### config.mk
export PLATFORM = sky130hd
export DESIGN_NAME = lagarto_l15_req_arbiter
export DESIGN_NICKNAME = d
export VERILOG_FILES = /design/src/rtl/lagarto_l15_req_arbiter.sv
export SDC_FILE = /design/constraint.sdc
export NUM_CORES = 1
export LEC_CHECK = 0
export ABC_CLOCK_PERIOD_IN_PS = 3420
export CELL_PAD_IN_SITES_DETAIL_PLACEMENT = 0
export CELL_PAD_IN_SITES_GLOBAL_PLACEMENT = 2
export CORE_UTILIZATION = 21
export CTS_CLUSTER_SIZE = 10
export DETAILED_ROUTE_END_ITERATION = 12
export PLACE_DENSITY_LB_ADDON = 0.1
export SKIP_CTS_REPAIR_TIMING = 1
export SYNTH_ARGS = -nofsm -noshare
export SYNTH_HDL_FRONTEND = slang
export SYNTH_SLANG_ARGS = --single-unit
export TNS_END_PERCENT = 10
### constraint.sdc
create_clock -name clk_i -period 3.42 [get_ports clk_i]
set_clock_uncertainty 0.2 [all_clocks]
set_input_delay 0.513 -clock clk_i [delete_from_list [all_inputs] [get_ports clk_i]]
set_output_delay 0.513 -clock clk_i [all_outputs]
set_load 0.05 [all_outputs]
### src/rtl/lagarto_l15_req_arbiter.sv
// Round-robin arbiter sharing the tile's single L1.5 request port between the
// instruction-fetch (IC) and data-cache (DC) requesters. The granted request is
// registered and held on the port until the L1.5 header ack; per-requester
// outstanding counters gate eligibility, and returns are steered by source tag.
module lagarto_l15_req_arbiter #(
  parameter int unsigned REQ_W     = 128,
  parameter int unsigned MAX_OUTST = 4,
  parameter int unsigned CNT_W     = 3
) (
  input  logic             clk_i,
  input  logic             reset_l,
  input  logic             ic_req_val_i,
  input  logic [REQ_W-1:0] ic_req_data_i,
  output logic             ic_req_ack_o,
  input  logic             dc_req_val_i,
  input  logic [REQ_W-1:0] dc_req_data_i,
  output logic             dc_req_ack_o,
  output logic             l15_req_val_o,
  output logic [REQ_W-1:0] l15_req_data_o,
  output logic             l15_req_src_o,
  input  logic             l15_req_ack_i,
  input  logic             l15_rtrn_val_i,
  input  logic             l15_rtrn_src_i,
  output logic             ic_rtrn_val_o,
  output logic             dc_rtrn_val_o,
  output logic [CNT_W-1:0] ic_outst_o,
  output logic [CNT_W-1:0] dc_outst_o,
  output logic             idle_o,
  output logic             err_o
);

  typedef enum logic {
    ST_IDLE = 1'b0,
    ST_REQ  = 1'b1
  } state_e;

  // Source tag encoding shared by the request and return paths.
  localparam logic SRC_IC = 1'b0;
  localparam logic SRC_DC = 1'b1;

  localparam logic [CNT_W-1:0] MAX_CNT = CNT_W'(MAX_OUTST);

  state_e           state_q, state_d;
  logic             last_grant_q;
  logic [CNT_W-1:0] ic_cnt_q, dc_cnt_q;
  logic             err_q;

  logic ic_elig, dc_elig;
  logic grant_val, grant_src;
  logic ic_inc, dc_inc, ic_dec, dc_dec;

  // Counter update: simultaneous inc/dec cancels; a decrement at zero saturates
  // (the error flag records the underflow separately).
  function automatic logic [CNT_W-1:0] next_cnt(input logic [CNT_W-1:0] cnt,
                                                input logic inc, input logic dec);
    logic [CNT_W-1:0] res;
    res = cnt;
    if (inc && !dec)                       res = cnt + CNT_W'(1);
    else if (dec && !inc && (cnt != '0))   res = cnt - CNT_W'(1);
    return res;
  endfunction

  // Eligibility and round-robin pick; last_grant breaks ties toward the other side.
  always_comb begin
    // NOTE: every signal assigned in a combinational block gets a default first,
    // otherwise an unassigned path infers a latch.
    grant_val = 1'b0;
    grant_src = SRC_IC;
    ic_elig   = ic_req_val_i && (ic_cnt_q < MAX_CNT);
    dc_elig   = dc_req_val_i && (dc_cnt_q < MAX_CNT);
    if (ic_elig && dc_elig) begin
      grant_val = 1'b1;
      grant_src = ~last_grant_q;
    end else if (ic_elig || dc_elig) begin
      grant_val = 1'b1;
      grant_src = dc_elig ? SRC_DC : SRC_IC;
    end
  end

  // State register.
  always_ff @(posedge clk_i or negedge reset_l) begin
    if (!reset_l) state_q <= ST_IDLE;
    // NOTE: sequential state uses non-blocking assignments so every flop samples
    // pre-edge values regardless of block evaluation order.
    else          state_q <= state_d;
  end

  // Next-state logic: grant moves to REQ, header ack returns to IDLE.
  always_comb begin
    state_d = state_q;
    case (state_q)
      ST_IDLE: if (grant_val)     state_d = ST_REQ;
      ST_REQ:  if (l15_req_ack_i) state_d = ST_IDLE;
      default:                    state_d = ST_IDLE;
    endcase
  end

  // Output decode: acks, return steering, counter strobes and idle flag.
  always_comb begin
    ic_req_ack_o  = 1'b0;
    dc_req_ack_o  = 1'b0;
    if (state_q == ST_REQ && l15_req_ack_i) begin
      ic_req_ack_o = (l15_req_src_o == SRC_IC);
      dc_req_ack_o = (l15_req_src_o == SRC_DC);
    end
    ic_inc        = ic_req_ack_o;
    dc_inc        = dc_req_ack_o;
    ic_rtrn_val_o = l15_rtrn_val_i && (l15_rtrn_src_i == SRC_IC);
    dc_rtrn_val_o = l15_rtrn_val_i && (l15_rtrn_src_i == SRC_DC);
    ic_dec        = ic_rtrn_val_o;
    dc_dec        = dc_rtrn_val_o;
    l15_req_val_o = (state_q == ST_REQ);
    idle_o        = (state_q == ST_IDLE) && (ic_cnt_q == '0) && (dc_cnt_q == '0);
  end

  // Request register: payload and tag captured at grant, held through REQ.
  always_ff @(posedge clk_i or negedge reset_l) begin
    if (!reset_l) begin
      l15_req_data_o <= '0;
      l15_req_src_o  <= SRC_IC;
      last_grant_q   <= SRC_DC;
    end else if (state_q == ST_IDLE && grant_val) begin
      l15_req_data_o <= (grant_src == SRC_DC) ? dc_req_data_i : ic_req_data_i;
      l15_req_src_o  <= grant_src;
      last_grant_q   <= grant_src;
    end
  end

  // Outstanding counters and sticky protocol-error flag.
  always_ff @(posedge clk_i or negedge reset_l) begin
    if (!reset_l) begin
      ic_cnt_q <= '0;
      dc_cnt_q <= '0;
      err_q    <= 1'b0;
    end else begin
      ic_cnt_q <= next_cnt(ic_cnt_q, ic_inc, ic_dec);
      dc_cnt_q <= next_cnt(dc_cnt_q, dc_inc, dc_dec);
      if ((state_q == ST_IDLE && l15_req_ack_i) ||
          (ic_dec && ic_cnt_q == '0) || (dc_dec && dc_cnt_q == '0))
        err_q <= 1'b1;
    end
  end

  assign ic_outst_o = ic_cnt_q;
  assign dc_outst_o = dc_cnt_q;
  assign err_o      = err_q;

endmodule

==> out/metrics.csv, run 1 <==
metric,value,unit
outcome,"finished, final reports clean",
Setup TNS Final,0,ns
Clock Latency Late Sink,0.42,ns
largest net degree at the start of global routing,86,
R2R Path End,ic_outst_o[2]$_DFFE_PN0P_,
Final Non-Filler Cells,1552,
crit path capture,idle_o,
global-route wire length before repair,40200,µm
"Arr. time, crit path",2.32,ns
sequential area share after synthesis,53.5,%
worst hold path type,flip-flop to flip-flop,
Seq cells post-synth,138,
Final Hold Viols,0,
CTS buffer count,17,
CP Max Fanout,8,
Synth top area share,53.1,%
TritonCTS clock tree,done,
Final ANT Viol Nets,0,
DR WL/cell,17.3,µm
Switch Pwr,6.05,mW
min cycle time layout,3.03,ns
DR DRC count,0,
Comb power frac,59.6,%
hpwl dp,19500,µm
FF-to-FF Start,l15_req_val_o$_DFF_PN0_,
Syn Area/Cell,8.45,µm²
Syn. warnings,0,
Critical Path Sink Type,output pin,
total grt overflow,0,
Die Ht,177,µm
CP Launch Point,ic_outst_o[2]$_DFFE_PN0P_,
largest family of logic cells by synthesized area,simple AND/OR/NAND/NOR gates,
Num Clock Sinks,138,
Placer Congestion,0.754,
vias per std cell,4.29,
"area leader, netlist",dfrtp_1,
placed cell count,1518,
vias in the first global route,6746,
Final period util,88.6,%
Clock transition at path regs,0.07,ns
clock power share,16.4,%
Synth Area in Compound Gates,14.3,%
Peak VDD IR,574,µV
max-slew violations,0,
Die Footprint,0.0314,mm²
"area fraction in and, or, nand and nor cells after synthesis",24.9,%
max_cap viols,0,
# rows,63,
Pleak,4.67,nW
Via Count,6661,
"commonest non-fill, non-tap cells in the layout","403 x clkdlybuf4s50_1, 260 x nand2_1, 137 x dfrtp_1, 130 x nor2_1, 128 x a31oi_1",
root buffer cell,clkbuf_16,
pwr dens,1060,mW/mm²
share of layout cells above drive strength 1,5.34,%
Post-synth EDFFs,0,
initial DRC count,262,
clk buf depth,2,
die width,177,µm
Synth Flop Type,dfrtp_1,
R2R depth,6,
Synth Area in XOR/XNOR,0.136,%
"Setup violations, final",0,
area growth from synthesis to layout,78.2,%
Synth Area in Adders,0.620,%
Synth Instances,764,
RSZ-0062 raised after global routing,no,
asr flop ratio synth,100,%
Setup crit start kind,flip-flop,
internal power,6.20,mW
initial antenna violation count,2,
Initial Util,21.6,%
nets,1413,
Reg2Reg Setup Slack,1.03,ns
CP Class,flip-flop to output pin,
Synth area leaders,"dfrtp_1 53%, nand2_1 15%, a31oi_1 12%, nor2_1 7.6%, buf_2 2.9%",
utilization after layout,38.4,%
mux cell area share after synthesis,0.523,%
GRT Total Usage,17.0,%
DRT Wirelength,26900,µm
H-tree depth,4,
core area,0.0300,mm²
worst endpoint required time,2.71,ns
Mapped Area,0.00646,mm²
Reg power frac,24.0,%
FMAX,330,MHz
1st-pass router iterations,4,
"most common cell after layout, fill and taps aside",clkdlybuf4s50_1,
Switching Fraction,49.4,%
Synth cell types,35,
# IOs,405,
Synthesized Nets,1029,
Worst-Margin Slew,0.672,ns
Buffers on Ports,404,
slew margin rel.,55.1,%
## cells in the mapped netlist (all sizes together) (2+ instances only)
cell type  count
a21oi          3
a31oi        128
o22ai          3
o21ai          7
buf           54
mux2           3
and2           2
nor2         130
or3            3
clkbuf         5
o31a           2
nor3           2
fa             2
and3           2
inv            5
nand3          3
nand2        261
nand2b         3
dfrtp        137
## metal layers
layer / global-route usage [%] / share of wire [%] / vias to the layer above
met1: 20.3 / 41 / 3084
met2: 28.8 / 48 / 241
met3: 5.83 / 8.8 / 16
met4: 4.56 / 1.1 / 2
met5: 0 / 0.048 / -
li1: - / - / 3318
## state kept, by name, summed over array words and instances, names as in the netlist
name and count:
err_o 1, l15_req_val_o 1, dc_outst_o 3, l15_req_data_o 128, l15_req_src_o 1, last_grant_q 1, ic_outst_o 3
## stage by stage
stage	power [mW]	area [µm²]	setup WS (ns)	hold WS, ns
floorplan	7.70	6460	0.567	0.0174
global placement	10.4	10900	0.444	0.210
detailed placement	10.4	10900	0.450	0.208
CTS	12.4	11500	0.353	-0.252
global route	13.0	11500	0.295	0.314
finish	12.2	11500	0.390	0.272
## worst min path at each step
| stage | from | end | slack [ns] | depth (start not counted) |
|---|---|---|---|---|
| finish | last_grant_q$_DFFE_PN1P_ | last_grant_q$_DFFE_PN1P_ | 0.27 | 2 |
| global route | last_grant_q$_DFFE_PN1P_ | last_grant_q$_DFFE_PN1P_ | 0.31 | 2 |
| CTS | reset_l | l15_req_data_o[28]$_DFFE_PN0P_ | -0.25 | 1 |
| detailed placement | reset_l | l15_req_data_o[15]$_DFFE_PN0P_ | 0.21 | 1 |
| global placement | reset_l | l15_req_data_o[15]$_DFFE_PN0P_ | 0.21 | 1 |
| floorplan | reset_l | dc_outst_o[0]$_DFFE_PN0P_ | 0.02 | 0 |
## worst max-delay path, cell delays in order, from the launching register on
cell and delay [ns]:
dfrtp_1 0.47, or3_1 0.43, nor3_1 0.15, clkdlybuf4s50_1 0.85
## kinds of logic after synthesis
group / Yosys count
AND/OR/NAND/NOR: 410
AO/OA/AOI/OAI: 146
flip-flops: 138
buffers and inverters: 64
multiplexers: 3
adder cells (fa/ha/maj): 2
XOR/XNOR: 1
## power by group through the flow
| stage | Combinational (mW) | Sequential [mW] | Clock [mW] |
|---|---|---|---|
| 6_report | 7.30 | 2.93 | 2.01 |
| 5_1_grt | 7.78 | 3.07 | 2.15 |
| 4_1_cts | 7.40 | 2.95 | 2.08 |
| 3_5_place_dp | 7.39 | 2.97 | 0 |
| 3_3_place_gp | 7.42 | 2.94 | 0 |
| 2_1_floorplan | 1.98 | 5.72 | 0 |
## final cells by class
cell class,count,area (µm²)
flip-flops and latches,138,3450
fillers,3139,18400
repair buffers,424,4290
clock inverters,9,135
inverters,5,18.8
multi-input cells,562,2620
clock buffers,23,498
well taps,390,488
diodes,1,2.50
No activity file was read; power rests on OpenSTA's default activity.
==> run 2: changes to the inputs <==
- CORE_ASPECT_RATIO: default -> 0.6
==> run 2 against run 1 <==
Compared with the run above: sequential share of layout area is 0.088 points higher; highest routed layer is now met4; final area down 0.29%; first-iteration DRC count rose by 28%; critical endpoint unchanged; via count decreased by 1.2%; critical path type unchanged; clock power hardly changed.
==> out/metrics.csv, run 2 (synthesis results as in run 1) <==
metric,value,unit,change
Pleak,4.64,nW,-0.54%
placed cell count,1529,,+0.72%
"Slowest-stage cell, CP",clkdlybuf4s50_1,,
core area,0.0301,mm²,+0.50%
Peak VDD IR,423,µV,-26%
number of flip-flops in the largest register,128,,unchanged
Buffers on Ports,404,,unchanged
hpwl dp,19300,µm,-0.78%
min cycle time layout,3.06,ns,+0.0275 ns
final instance area,0.0115,mm²,-0.29%
global-route wire length before repair,39700,µm,-1.3%
share of layout cells above drive strength 1,4.85,%,-0.49 points
worst endpoint required time,2.71,ns,about the same
root buffer cell,clkbuf_16,,
worst hold path type,flip-flop to flip-flop,,
"most common cell after layout, fill and taps aside",clkdlybuf4s50_1,,
CP Class,flip-flop to output pin,,
largest net degree at the start of global routing,163,,+90%
Worst-Margin Slew,0.693,ns,+0.0210 ns
"Setup violations, final",0,,unchanged
Clock transition at path regs,0.06,ns,about the same
cell family with most CP delay,buffers and inverters,,
internal power,6.16,mW,-0.63%
Reg power frac,24.0,%,about the same
max_cap viols,0,,unchanged
Via Count,6579,,-1.2%
Reg with most FFs,l15_req_data_o,,
hold path depth,2,,unchanged
Power Total,12.2,mW,about the same
Die Ht,138,µm,-22%
die width,228,µm,+29%
R2R depth,6,,unchanged
nets,1406,,-0.50%
register area,0.00345,mm²,unchanged
# rows,49,,-22%
Initial Util,21.4,%,-0.11 points
Setup TNS Final,0,ns,unchanged
total grt overflow,0,,unchanged
crit path cell chain,or3_1 > nor3_1 > clkdlybuf4s50_1,,
Num Clock Sinks,138,,unchanged
vias in the first global route,6438,,-4.6%
Final ANT Viol Nets,0,,unchanged
GRT Total Usage,16.8,%,-0.17 points
Buf/Inv on CP,1,,unchanged
outcome,"finished, final reports clean",,
max-slew violations,0,,unchanged
vias per std cell,4.20,,-2.1%
cell depth of the worst setup path,3,,unchanged
Reg2Reg Setup Slack,1.09,ns,+0.06 ns
Worst Hold End,last_grant_q$_DFFE_PN1P_,,
Placer Congestion,0.772,,+2.4%
Final Hold Viols,0,,unchanged
R2R Path End,ic_outst_o[2]$_DFFE_PN0P_,,
CP Max Fanout,5,,-3
"Arr. time, crit path",2.34,ns,+0.02 ns
multi-input logic area,0.00262,mm²,unchanged
pwr dens,1070,mW/mm²,+0.22%
CTS buffer count,17,,unchanged
1st-pass router iterations,5,,+1
Setup crit start kind,flip-flop,,
Final period util,89.4,%,+0.81 points
clk buf depth,2,,unchanged
Critical Path Sink Type,output pin,,
Final Non-Filler Cells,1565,,+0.84%
initial antenna violation count,3,,+1
Fillers,3077,,-2.0%
H-tree depth,4,,unchanged
initial DRC count,335,,+28%
FF-to-FF Start,l15_req_val_o$_DFF_PN0_,,
placed cell area,0.0108,mm²,-0.30%
Switch Pwr,6.08,mW,+0.49%
slew margin rel.,53.8,%,-1.3 points
clock power share,16.5,%,about the same
area growth from synthesis to layout,77.7,%,
RSZ-0062 raised after global routing,no,,
DR WL/cell,17.1,µm,-1.0%
Die Footprint,0.0315,mm²,about the same
Worst path max stage delay,0.85,ns,about the same
Clock Latency Late Sink,0.43,ns,about the same
min-delay src,last_grant_q$_DFFE_PN1P_,,
# IOs,405,,unchanged
DR DRC count,0,,unchanged
TritonCTS clock tree,done,,
"commonest non-fill, non-tap cells in the layout","402 x clkdlybuf4s50_1, 260 x nand2_1, 137 x dfrtp_1, 130 x nor2_1, 128 x a31oi_1",,
utilization after layout,38.1,%,-0.30 points
DRT Wirelength,26800,µm,-0.18%
FMAX,327,MHz,-0.90%
Switching Fraction,49.7,%,+0.28 points
Comb power frac,59.5,%,about the same
run 2: cell types whose count changed in the layout (fill, tap and decap cells not counted):
cell and change:
buf_4 -6, clkinv_2 +4, clkbuf_8 -3, clkinvlp_4 -2, diode_2 +2, bufinv_16 +1
clkdlybuf4s50_1 -1
run 2: how the worst max path moves through the flow:
stage / startpoint / end / slack (ns)
floorplan: dc_outst_o[0]$_DFFE_PN0P_ / idle_o / 0.57
global placement: l15_req_ack_i / ic_req_ack_o / 0.43
detailed placement: l15_req_ack_i / ic_req_ack_o / 0.41
CTS: dc_outst_o[0]$_DFFE_PN0P_ / idle_o / 0.27
global route: dc_outst_o[0]$_DFFE_PN0P_ / idle_o / 0.23
finish: dc_outst_o[0]$_DFFE_PN0P_ / idle_o / 0.36
run 2: cell type report:
type                            instances  area share, %
Tap cell                              408           4.45
Clock inverter                         12           1.48
Timing Repair Buffer                  417           36.9
Multi-Input combinational cell        562           22.9
Clock buffer                           20           3.98
Inverter                                5          0.164
Antenna cell                            3         0.0654
Sequential cell                       138           30.1
run 2: stage by stage:
stage	setup WS (ns)	hold WS, ns
2_1_floorplan	0.567	0.0174
3_3_place_gp	0.425	0.256
3_5_place_dp	0.411	0.263
4_1_cts	0.272	-0.133
5_1_grt	0.230	0.304
6_report	0.362	0.267
run 2: worst register-to-register path, stage by stage (launching register included):
cell and delay (ns):
dfrtp_1 0.53, and3b_1 0.39, nand2_1 0.14, fa_1 0.42, or3_1 0.38, nand3_1 0.08, o21ai_0 0.07
run 2: per-layer routing:
layer | GRT usage (%) | up-vias | wire length (µm)
met4 | 5.82 | 0 | 440
met2 | 25.8 | 203 | 12100
met1 | 21.5 | 3035 | 12200
met5 | 0 | - | 0
li1 | - | 3314 | -
met3 | 6.56 | 27 | 2090
run 2: power by group through the flow:
stage	Combinational, mW	Sequential (mW)	Clock [mW]
6_report	7.28	2.94	2.02
5_1_grt	7.75	3.06	2.16
4_1_cts	7.38	2.95	2.09
3_5_place_dp	7.37	2.96	0
3_3_place_gp	7.41	2.94	0
2_1_floorplan	1.98	5.72	0
==> run 3: changes to the inputs <==
- SETUP_SLACK_MARGIN: default -> 0.4
==> run 3 against run 2 <==
Compared with the run above: count of clock-buffer cells in the layout unchanged; die area did not move; register-to-register slack about the same; first-iteration DRC count grew 7.8%; sequential cell count stayed put; non-clock buffer count did not move; wire length barely moved; largest power group unchanged.
==> out/metrics.csv, run 3 (synthesis results as in run 1) <==
metric,value,unit,change
outcome,"finished, final reports clean",,
# IOs,405,,unchanged
vias in the first global route,6438,,unchanged
final instance area,0.0115,mm²,about the same
Via Count,6606,,+0.41%
FMAX,334,MHz,+2.2%
Final ANT Viol Nets,0,,unchanged
Pleak,4.66,nW,+0.39%
DR DRC count,0,,unchanged
Reg with most FFs,l15_req_data_o,,
Buffers on Ports,404,,unchanged
worst endpoint required time,2.71,ns,about the same
Setup TNS Final,0,ns,unchanged
worst hold path type,flip-flop to flip-flop,,
Fillers,3075,,-0.065%
CP Class,input port to output pin,,
R2R Path End,ic_outst_o[2]$_DFFE_PN0P_,,
Critical Path Sink Type,output pin,,
RSZ-0062 raised after global routing,yes,,
Clock Latency Late Sink,0.43,ns,about the same
number of flip-flops in the largest register,128,,unchanged
H-tree depth,4,,unchanged
Die Footprint,0.0315,mm²,unchanged
initial antenna violation count,3,,unchanged
TritonCTS clock tree,done,,
Switch Pwr,6.08,mW,about the same
# rows,49,,unchanged
root buffer cell,clkbuf_16,,
Peak VDD IR,424,µV,+0.14%
Worst path max stage delay,0.88,ns,+0.03 ns
max-slew violations,0,,unchanged
DR WL/cell,17.2,µm,about the same
R2R depth,6,,unchanged
clk buf depth,2,,unchanged
CP Launch Point,l15_req_ack_i,,
"most common cell after layout, fill and taps aside",clkdlybuf4s50_1,,
clock power share,16.5,%,about the same
initial DRC count,361,,+7.8%
Reg power frac,24.0,%,about the same
internal power,6.16,mW,about the same
nets,1406,,unchanged
Comb power frac,59.5,%,about the same
GRT Total Usage,16.8,%,unchanged
Num Clock Sinks,138,,unchanged
global-route wire length before repair,39700,µm,unchanged
FF-to-FF Start,l15_req_val_o$_DFF_PN0_,,
"Arr. time, crit path",2.28,ns,-0.06 ns
Switching Fraction,49.7,%,about the same
total grt overflow,0,,unchanged
Worst Hold End,last_grant_q$_DFFE_PN1P_,,
DRT Wirelength,26900,µm,about the same
min cycle time layout,2.99,ns,-0.0650 ns
placed cell area,0.0108,mm²,unchanged
Clock transition at path regs,0.06,ns,about the same
"Slowest-stage cell, CP",clkdlybuf4s50_1,,
CP Max Fanout,9,,+4
Placer Congestion,0.772,,unchanged
area growth from synthesis to layout,77.8,%,about the same
die width,228,µm,unchanged
pwr dens,1070,mW/mm²,about the same
core area,0.0301,mm²,unchanged
Reg2Reg Setup Slack,1.09,ns,about the same
slew margin rel.,54.3,%,+0.51 points
hold path depth,2,,unchanged
Initial Util,21.4,%,unchanged
1st-pass router iterations,6,,+1
CTS buffer count,17,,unchanged
Final period util,87.5,%,-1.9 points
Die Ht,138,µm,unchanged
hpwl dp,19300,µm,unchanged
Worst-Margin Slew,0.685,ns,-0.00767 ns
Setup crit start kind,input port,,
Final Hold Viols,0,,unchanged
crit path cell chain,clkdlybuf4s50_1 > and3b_1 > clkdlybuf4s50_1,,
largest net degree at the start of global routing,163,,unchanged
vias per std cell,4.22,,+0.35%
Final Non-Filler Cells,1566,,+0.064%
min-delay src,last_grant_q$_DFFE_PN1P_,,
max_cap viols,0,,unchanged
CP dominant cell by count,clkdlybuf4s50_1,,
share of layout cells above drive strength 1,4.85,%,unchanged
"Setup violations, final",0,,unchanged
"commonest non-fill, non-tap cells in the layout","401 x clkdlybuf4s50_1, 260 x nand2_1, 137 x dfrtp_1, 130 x nor2_1, 128 x a31oi_1",,
Power Total,12.2,mW,about the same
placed cell count,1529,,unchanged
-- run 3: changes by cell type in the layout (fill, tap and decap cells not counted) --
cell,before,now
diode_2,3,4
dlymetal6s2s_1,0,1
clkdlybuf4s50_1,402,401
-- run 3: worst max path at each step --
| stage | cells after the start | end | slack [ns] |
|---|---|---|---|
| CTS | 3 | idle_o | 0.27 |
| floorplan | 2 | idle_o | 0.57 |
| detailed placement | 3 | ic_req_ack_o | 0.41 |
| global route | 2 | ic_req_ack_o | 0.36 |
| global placement | 3 | ic_req_ack_o | 0.43 |
| finish | 3 | ic_req_ack_o | 0.43 |
-- run 3: critical path: cells and delay by family --
family                 cells  cell delay [ns]
buffers and inverters      2             1.40
and+or+nand+nor            1             0.36
-- run 3: power groups by stage --
| stage | sequential, mW | combinational (mW) | clock, mW |
|---|---|---|---|
| final | 2.94 | 7.28 | 2.03 |
| after global routing | 3.06 | 7.75 | 2.16 |
| after CTS | 2.95 | 7.38 | 2.09 |
| after detailed placement | 2.96 | 7.37 | 0 |
| after global placement | 2.94 | 7.41 | 0 |
| after floorplan | 5.72 | 1.98 | 0 |
-- run 3: per-stage QoR --
| stage | hold WS, ns | setup slack [ns] | utilization (%) |
|---|---|---|---|
| final | 0.267 | 0.427 | 38.1 |
| after global routing | 0.304 | 0.365 | 38.1 |
| after CTS | -0.133 | 0.272 | 38.1 |
| after detailed placement | 0.263 | 0.411 | 36.0 |
| after global placement | 0.256 | 0.425 | 36.0 |
| after floorplan | 0.0174 | 0.567 | - |
-- run 3: cell type report --
type	count	area, µm²	area share (%)
diodes	4	10.0	0.0872
clock buffers	20	457	3.98
clock inverters	12	170	1.48
inverters	5	18.8	0.164
multi-input cells	562	2620	22.9
flip-flops and latches	138	3450	30.1
well taps	408	510	4.45
repair buffers	417	4230	36.9
-- run 3: routing by layer --
layer	track usage (%)	wire, µm	up-vias
met1	21.5	12200	3052
met2	25.8	12100	212
met5	0	0	-
met4	5.82	419	0
li1	-	-	3316
met3	6.56	2150	26
